`config.mk`:
```
export PLATFORM = sky130hd
export DESIGN_NAME = serial_shifter
export DESIGN_NICKNAME = d
export VERILOG_FILES = /design/src/rtl/serial_shifter.sv
export SDC_FILE = /design/constraint.sdc
export NUM_CORES = 1
export LEC_CHECK = 0
export ABC_AREA = 1
export ABC_CLOCK_PERIOD_IN_PS = 1340
export CORE_MARGIN = 2
export CORE_UTILIZATION = 42
export CTS_CLUSTER_SIZE = 30
export DETAILED_ROUTE_END_ITERATION = 10
export PLACE_DENSITY = 0.75
export SYNTH_ARGS = -nofsm -noshare
export SYNTH_HDL_FRONTEND = slang
export SYNTH_SLANG_ARGS = --single-unit
```
`constraint.sdc`:
```
create_clock -name clk -period 1.34 [get_ports clk]
set_clock_uncertainty 0.15 [all_clocks]
set_input_delay 0.201 -clock clk [delete_from_list [all_inputs] [get_ports clk]]
set_output_delay 0.201 -clock clk [all_outputs]
set_load 0.02 [all_outputs]
```
`src/rtl/serial_shifter.sv`:
```
// serial_shifter: bit-serial shifter, one 1-bit step per clock, valid/ready on both sides
// Ports: clk, rst (synchronous, active-high)
//        in_valid_i/in_ready_o/in_data_i/in_shamt_i/in_op_i  request (op 00 LSR, 01 ASR, 10 LSL, 11 ROR)
//        out_valid_o/out_ready_i/out_data_o                  result, held stable until taken
//        busy_o                                              high in SHIFT or DONE
// Optional: SERIAL_SHIFTER_STICKY_EN adds out_sticky_o, the OR of every bit shifted out by LSR/ASR.
module serial_shifter #(
   parameter int WIDTH   = 4,
   parameter int SHAMT_W = 2
) (
   input  logic               clk,
   input  logic               rst,
   input  logic               in_valid_i,
   output logic               in_ready_o,
   input  logic [WIDTH-1:0]   in_data_i,
   input  logic [SHAMT_W-1:0] in_shamt_i,
   input  logic [1:0]         in_op_i,
   output logic               out_valid_o,
   input  logic               out_ready_i,
   output logic [WIDTH-1:0]   out_data_o,
   output logic               busy_o
`ifdef SERIAL_SHIFTER_STICKY_EN
   ,
   output logic               out_sticky_o
`endif
);
   typedef enum logic [1:0] {IDLE, SHIFT, DONE} state_t;
   state_t             state_q, state_d;
   logic [WIDTH-1:0]   sr_q, sr_d, step;
   logic [SHAMT_W-1:0] cnt_q, cnt_d;
   logic [1:0]         op_q, op_d;
   logic               accept, fill;

   assign accept = (state_q == IDLE) && in_valid_i;

   // Bit entering at the MSB for the right-shifting ops; LSL has its own form.
   always_comb begin
      fill = op_q == 2'b00 ? 1'b0 : op_q == 2'b01 ? sr_q[WIDTH-1] : sr_q[0];
      step = op_q == 2'b10 ? {sr_q[WIDTH-2:0], 1'b0} : {fill, sr_q[WIDTH-1:1]};
   end

   always_ff @(posedge clk) begin
      if (rst) begin
         state_q <= IDLE;
         sr_q    <= '0;
         cnt_q   <= '0;
         op_q    <= 2'b00;
      end else begin
         state_q <= state_d;
         sr_q    <= sr_d;
         cnt_q   <= cnt_d;
         op_q    <= op_d;
      end
   end

   always_comb begin
      state_d = state_q;
      case (state_q)
         IDLE:    if (in_valid_i) state_d = (in_shamt_i != '0) ? SHIFT : DONE;
         SHIFT:   if (cnt_q == SHAMT_W'(1)) state_d = DONE;
         DONE:    if (out_ready_i) state_d = IDLE;
         default: state_d = IDLE;
      endcase
   end

   always_comb begin
      sr_d  = accept ? in_data_i  : (state_q == SHIFT) ? step : sr_q;
      cnt_d = accept ? in_shamt_i : (state_q == SHIFT) ? cnt_q - SHAMT_W'(1) : cnt_q;
      op_d  = accept ? in_op_i    : op_q;
   end

   always_comb begin
      in_ready_o  = state_q == IDLE;
      out_valid_o = state_q == DONE;
      busy_o      = state_q != IDLE;
      out_data_o  = sr_q;
   end

`ifdef SERIAL_SHIFTER_STICKY_EN
   logic sticky_q, sticky_d;

   // Only right shifts by LSR/ASR (op[1]==0) lose information out of the LSB.
   always_comb sticky_d = accept ? 1'b0 : (state_q == SHIFT && !op_q[1]) ? sticky_q | sr_q[0] : sticky_q;

   always_ff @(posedge clk) begin
      if (rst) sticky_q <= 1'b0;
      else     sticky_q <= sticky_d;
   end

   assign out_sticky_o = sticky_q;
`endif
endmodule

```
; ---- Word-level counts from Yosys, hierarchy flattened
; Index checks and enable logic that the tools add are counted.
[word_totals]
reg_bits = 10
out_inout_bits = 7
wordCells = 35
[classes]
addsub = 1
eq_ne = 9
mux = 12
reduce_logical = 8
[ops]
columns = op, n
row1 = $mux W2, 6
row2 = $mux W4, 3
row3 = $eq A2 B1 Y1 const B, 3
row4 = $pmux W2 S3, 1
row5 = $reduce_bool A2 Y1, 3
row6 = $eq A2 B2 Y1 const B, 2
row7 = $logic_not A2 Y1, 2
row8 = $ne A2 B2 Y1 const B, 2
row9 = $ne A4 B3 Y1 const B, 1
row10 = $reduce_and A3 Y1, 1
row11 = $mux W1, 2
row12 = $ne A2 B1 Y1 const B, 1
row13 = $reduce_and A2 Y1, 1
row14 = $sub A2 B1 Y2 const B, 1
row15 = $logic_and A1 B1 Y1, 1

; ---- Longest topological paths before layout
[depth]
ltp_word = 6
mapped_depth = 7
ltp_nobuf = 7

; ---- Worst setup path before layout
; Ideal clock, no wire load.
[synth_timing]
kind = register to register
startpoint = register state_q[0]
endpoint = register sr_q[3], in the netlist out_data_o[3]
arrival_ns = 0.953
required_ns = 1.077
slack_ns = 0.124
stages_incl_launch_ff = 7
period_less_slack_ns = 1.216
path_cell_list = dfxtp_1 -> nor2_4 -> nand2_4 -> nand3_2 -> nand2_1 -> nor2_1 -> nor2_1
[synth_between]
elab_chain_len = 4
elab_cells_between_ends = 7
classes_between = eq/ne (2) / mux (1) / reduce/logical (4)
[synth_lines]
columns = element, line_no
row1 = start: declaration, 28  ; state_t state_q, state_d;
row2 = start signal: assignment, 49  ; state_q <= state_d;
row3 = $logic_not A2 Y1 *, -
row4 = via in_ready_o, 14  ; output logic in_ready_o,
row5 = $logic_and A1 B1 Y1 *, 34  ; assign accept = (state_q == IDLE) && in_valid_i;
row6 = $ne A4 B3 Y1 (no source line) or $reduce_bool A2 Y1 (tied branches), -
row7 = $reduce_and A2 Y1 (no source line), -
row8 = end signal: assignment, 50  ; sr_q <= sr_d;
row9 = end: declaration, 29  ; logic [WIDTH-1:0] sr_q, sr_d, step;
; Mark *: on every way through the listed nets, which the timed path passes. The rest lies on a longest branch.
; A chain may end at the register's enable or synchronous reset.

; ---- Worst setup path in the final report
[layout_timing]
startpoint = register state_q[0]
endpoint = output busy_o
[layout_between]
elab_chain_len = 1
[layout_lines]
columns = element, line_no
row1 = $reduce_bool A2 Y1, 75  ; busy_o = state_q != IDLE;
row2 = end: declaration, 21  ; output logic busy_o
; No other way between the ends.

==> impl_metrics.ini <==
[place]
routabilityCongestion = 0.769
placed_instance_area_sq_um = 825
post-dp-hpwl_um = 1070
port_buffers = 18

[global_route]
wire_length_of_the_first_global_routing_pass_um = 2080
vias_in_the_first_global_route = 513
grtUsageMet3_pct = 3.33
largest_net_degree_at_the_start_of_global_routing = 11
antenna_found_initial = 0
grt.met1_usage_pct = 21.6
globalRouteTotalUtil_pct = 19.9
grt_overflow_total = 0
grt.met2_usage_pct = 36.1
grt.busiest_layer = met2

[setup_path]
critical_path.max_fanout = 4
slowest_delay_ns = 0.37
slowest_stage_cell_on_the_critical_path = dfxtp_2
timing.critical_path.arrival_ns = 0.93
critical_path.startpoint_type = register
worstSetupEndpointType = primary output
cp_required_ns = 0.99
worstPathCellList = inv_1, nand2_1, buf_4
critical_setup_path_class = register to primary output
crit_family = flip-flops
critical_path_buf_inv_count = 2

[routing]
total_detailed_routing_wirelength_um = 1380
antenna_violating_nets_remaining = 0
detailedRoute.firstIterationViolations = 7
via_count = 624
detail_route.drc_violations = 0
detail_route.first_pass.iterations = 4
wl_per_cell_um = 10.5
vias_per_std_cell = 4.76

[clock_tree]
clock_latency_ns = 0.26
tritoncts.num_buffers = 3
ctsHoldBuffers = 0
cts.clk_slew.worst_paths_ns = 0.07
cts_tree = done
ctsRootBufferMaster = clkbuf_4
cts_max_path_buffers = 2
clock_sink_count = 10
htree_num_levels = 1

[timing]
setup_viol_count_final = 0
max_slew.worst_pin.slew_ns = 0.321
slew_headroom_pct = 78.6
fin_setup_tns_ns = 0
final-max-slew-violation-count = 0
final.min_clock_period_ns = 1.28
finalHoldViolations = 0
period_share_pct = 95.3
achievable-frequency_mhz = 783

[finish]
layout.core_utilization_pct = 69.9
finalNetCount = 130
n_antenna_cell = 0
area.growth.synth_to_final_pct = 59.0
cell_area_after_layout_sq_um = 887
final_layout_size_suffix_gt1_share_pct = 24.1

[synth]
synth-seq-area-share_pct = 35.9
synth.cell_area_sq_um = 558
post_synth.cell_area_avg_sq_um = 6.72
yosys_register_bits = 10
synth_instances = 83
postSynthNetCount = 96
yosysWarningCount = 0
netlist-cell-type-count = 21

[floorplan]
fp.coreArea_sq_mm = 0.00127
die_width_um = 40.5
floorplan.die.height_um = 40.5
placement_rows = 13
start_util_pct = 44.0
io_pins = 19
dieArea_sq_mm = 0.00164

[power]
power.ir.vdd_worst_mv = 0.716
power_leakage_uw = 0.000438
report.power.total_uw = 1020
power.density_cell_area_mw_per_mm2 = 1150

[run]
cap_viol_max_count = 0

[run_status]
result_of_the_run = finished, final reports clean

[min_path]
hold_path_class = input pin to register
-- worst min-delay path, delay by kind of cell --
family                 cells  cell delay [ns]
AO/OA/AOI/OAI              1             0.07
AND/OR/NAND/NOR            1             0.15
buffers and inverters      1             0.21
-- flip-flops by register name (all words and copies together) (netlist names) --
signal,count
op_q,2
out_data_o,4
cnt_q,2
state_q,2
-- area by class of cell --
cell class / count / area (sq um)
Timing Repair Buffer: 29 / 251
Inverter: 14 / 60.1
Fill cell: 110 / 382
Multi-Input combinational cell: 59 / 318
Clock buffer: 4 / 36.3
Tap cell: 15 / 18.8
Sequential cell: 10 / 203
-- stage by stage --
stage          instances  worst slack [ns]  hold slack [ns]
6_report             131            0.0630            0.269
5_1_grt              131          -0.00150            0.268
4_1_cts              129            0.0347            0.335
3_5_place_dp         125            -0.204            0.328
3_3_place_gp         125            -0.179            0.328
2_1_floorplan         83             0.124            0.120
-- cells in the mapped netlist, drive strengths merged --
master | n | area (sq um)
a21oi | 6 | 30.0
a31oi | 3 | 18.8
clkinv | 1 | 8.76
dfxtp | 10 | 200
ha | 1 | 12.5
inv | 13 | 51.3
nand2 | 28 | 115
nand3 | 3 | 20.0
nor2 | 6 | 30.0
nor3 | 2 | 10.0
o211ai | 2 | 15.0
o21ai | 6 | 33.8
o22ai | 1 | 6.26
or2 | 1 | 6.26
-- logic make-up (layout without fill, tap and decap cells) --
kind of cell | Yosys count | count (layout) | share of synthesized area, %
flip-flops | 10 | 10 | 35.9
AO/OA/AOI/OAI | 18 | 18 | 18.6
AND/OR/NAND/NOR | 40 | 40 | 32.5
buffers and inverters | 14 | 47 | 10.8
adder cells (fa/ha/maj) | 1 | 1 | 2.24
-- where the power goes --
part | switching, uW | internal, uW
Combinational | 209 | 183
Sequential | 26.3 | 336
Clock | 102 | 165
-- metal layers --
metal	wire [um]	vias to the layer above
li1	-	334
met1	585	268
met4	5	0
met5	0	-
met2	709	20
met3	79	2
-- path summary, 6_finish.rpt --
kind	endpoint	cells after the start	slack, ns	startpoint
setup / recovery	busy_o	3	0.06	state_q[0]
hold / removal	op_q[1]	3	0.27	in_valid_i
setup reg to reg	cnt_q[1]	7	0.08	state_q[1]
hold reg to reg	cnt_q[1]	2	0.34	cnt_q[1]
-- layout by cell type (no fill, tap or decap), drive strengths merged --
master,netlist,layout
nor2,6,6
dfxtp,10,10
a31oi,3,3
clkdlybuf4s15,0,1
inv,13,13
nand3,3,3
a21oi,6,6
clkdlybuf4s50,0,10
buf,0,14
dlygate4sd2,0,3
nor3,2,2
or2,1,1
clkbuf,0,4
nand2,28,28
o21ai,6,6
dlymetal6s2s,0,1
ha,1,1
o211ai,2,2
clkinv,1,1
o22ai,1,1
-- timing repair --
item / 4_1_cts / 5_1_grt
endpoints found under the setup margin: 8 / 6
resized for setup: 19 / 7
pin swaps: 0 / 1
buffers inserted: 0 / 2
Note: power is estimated with default switching activity, not from simulation.
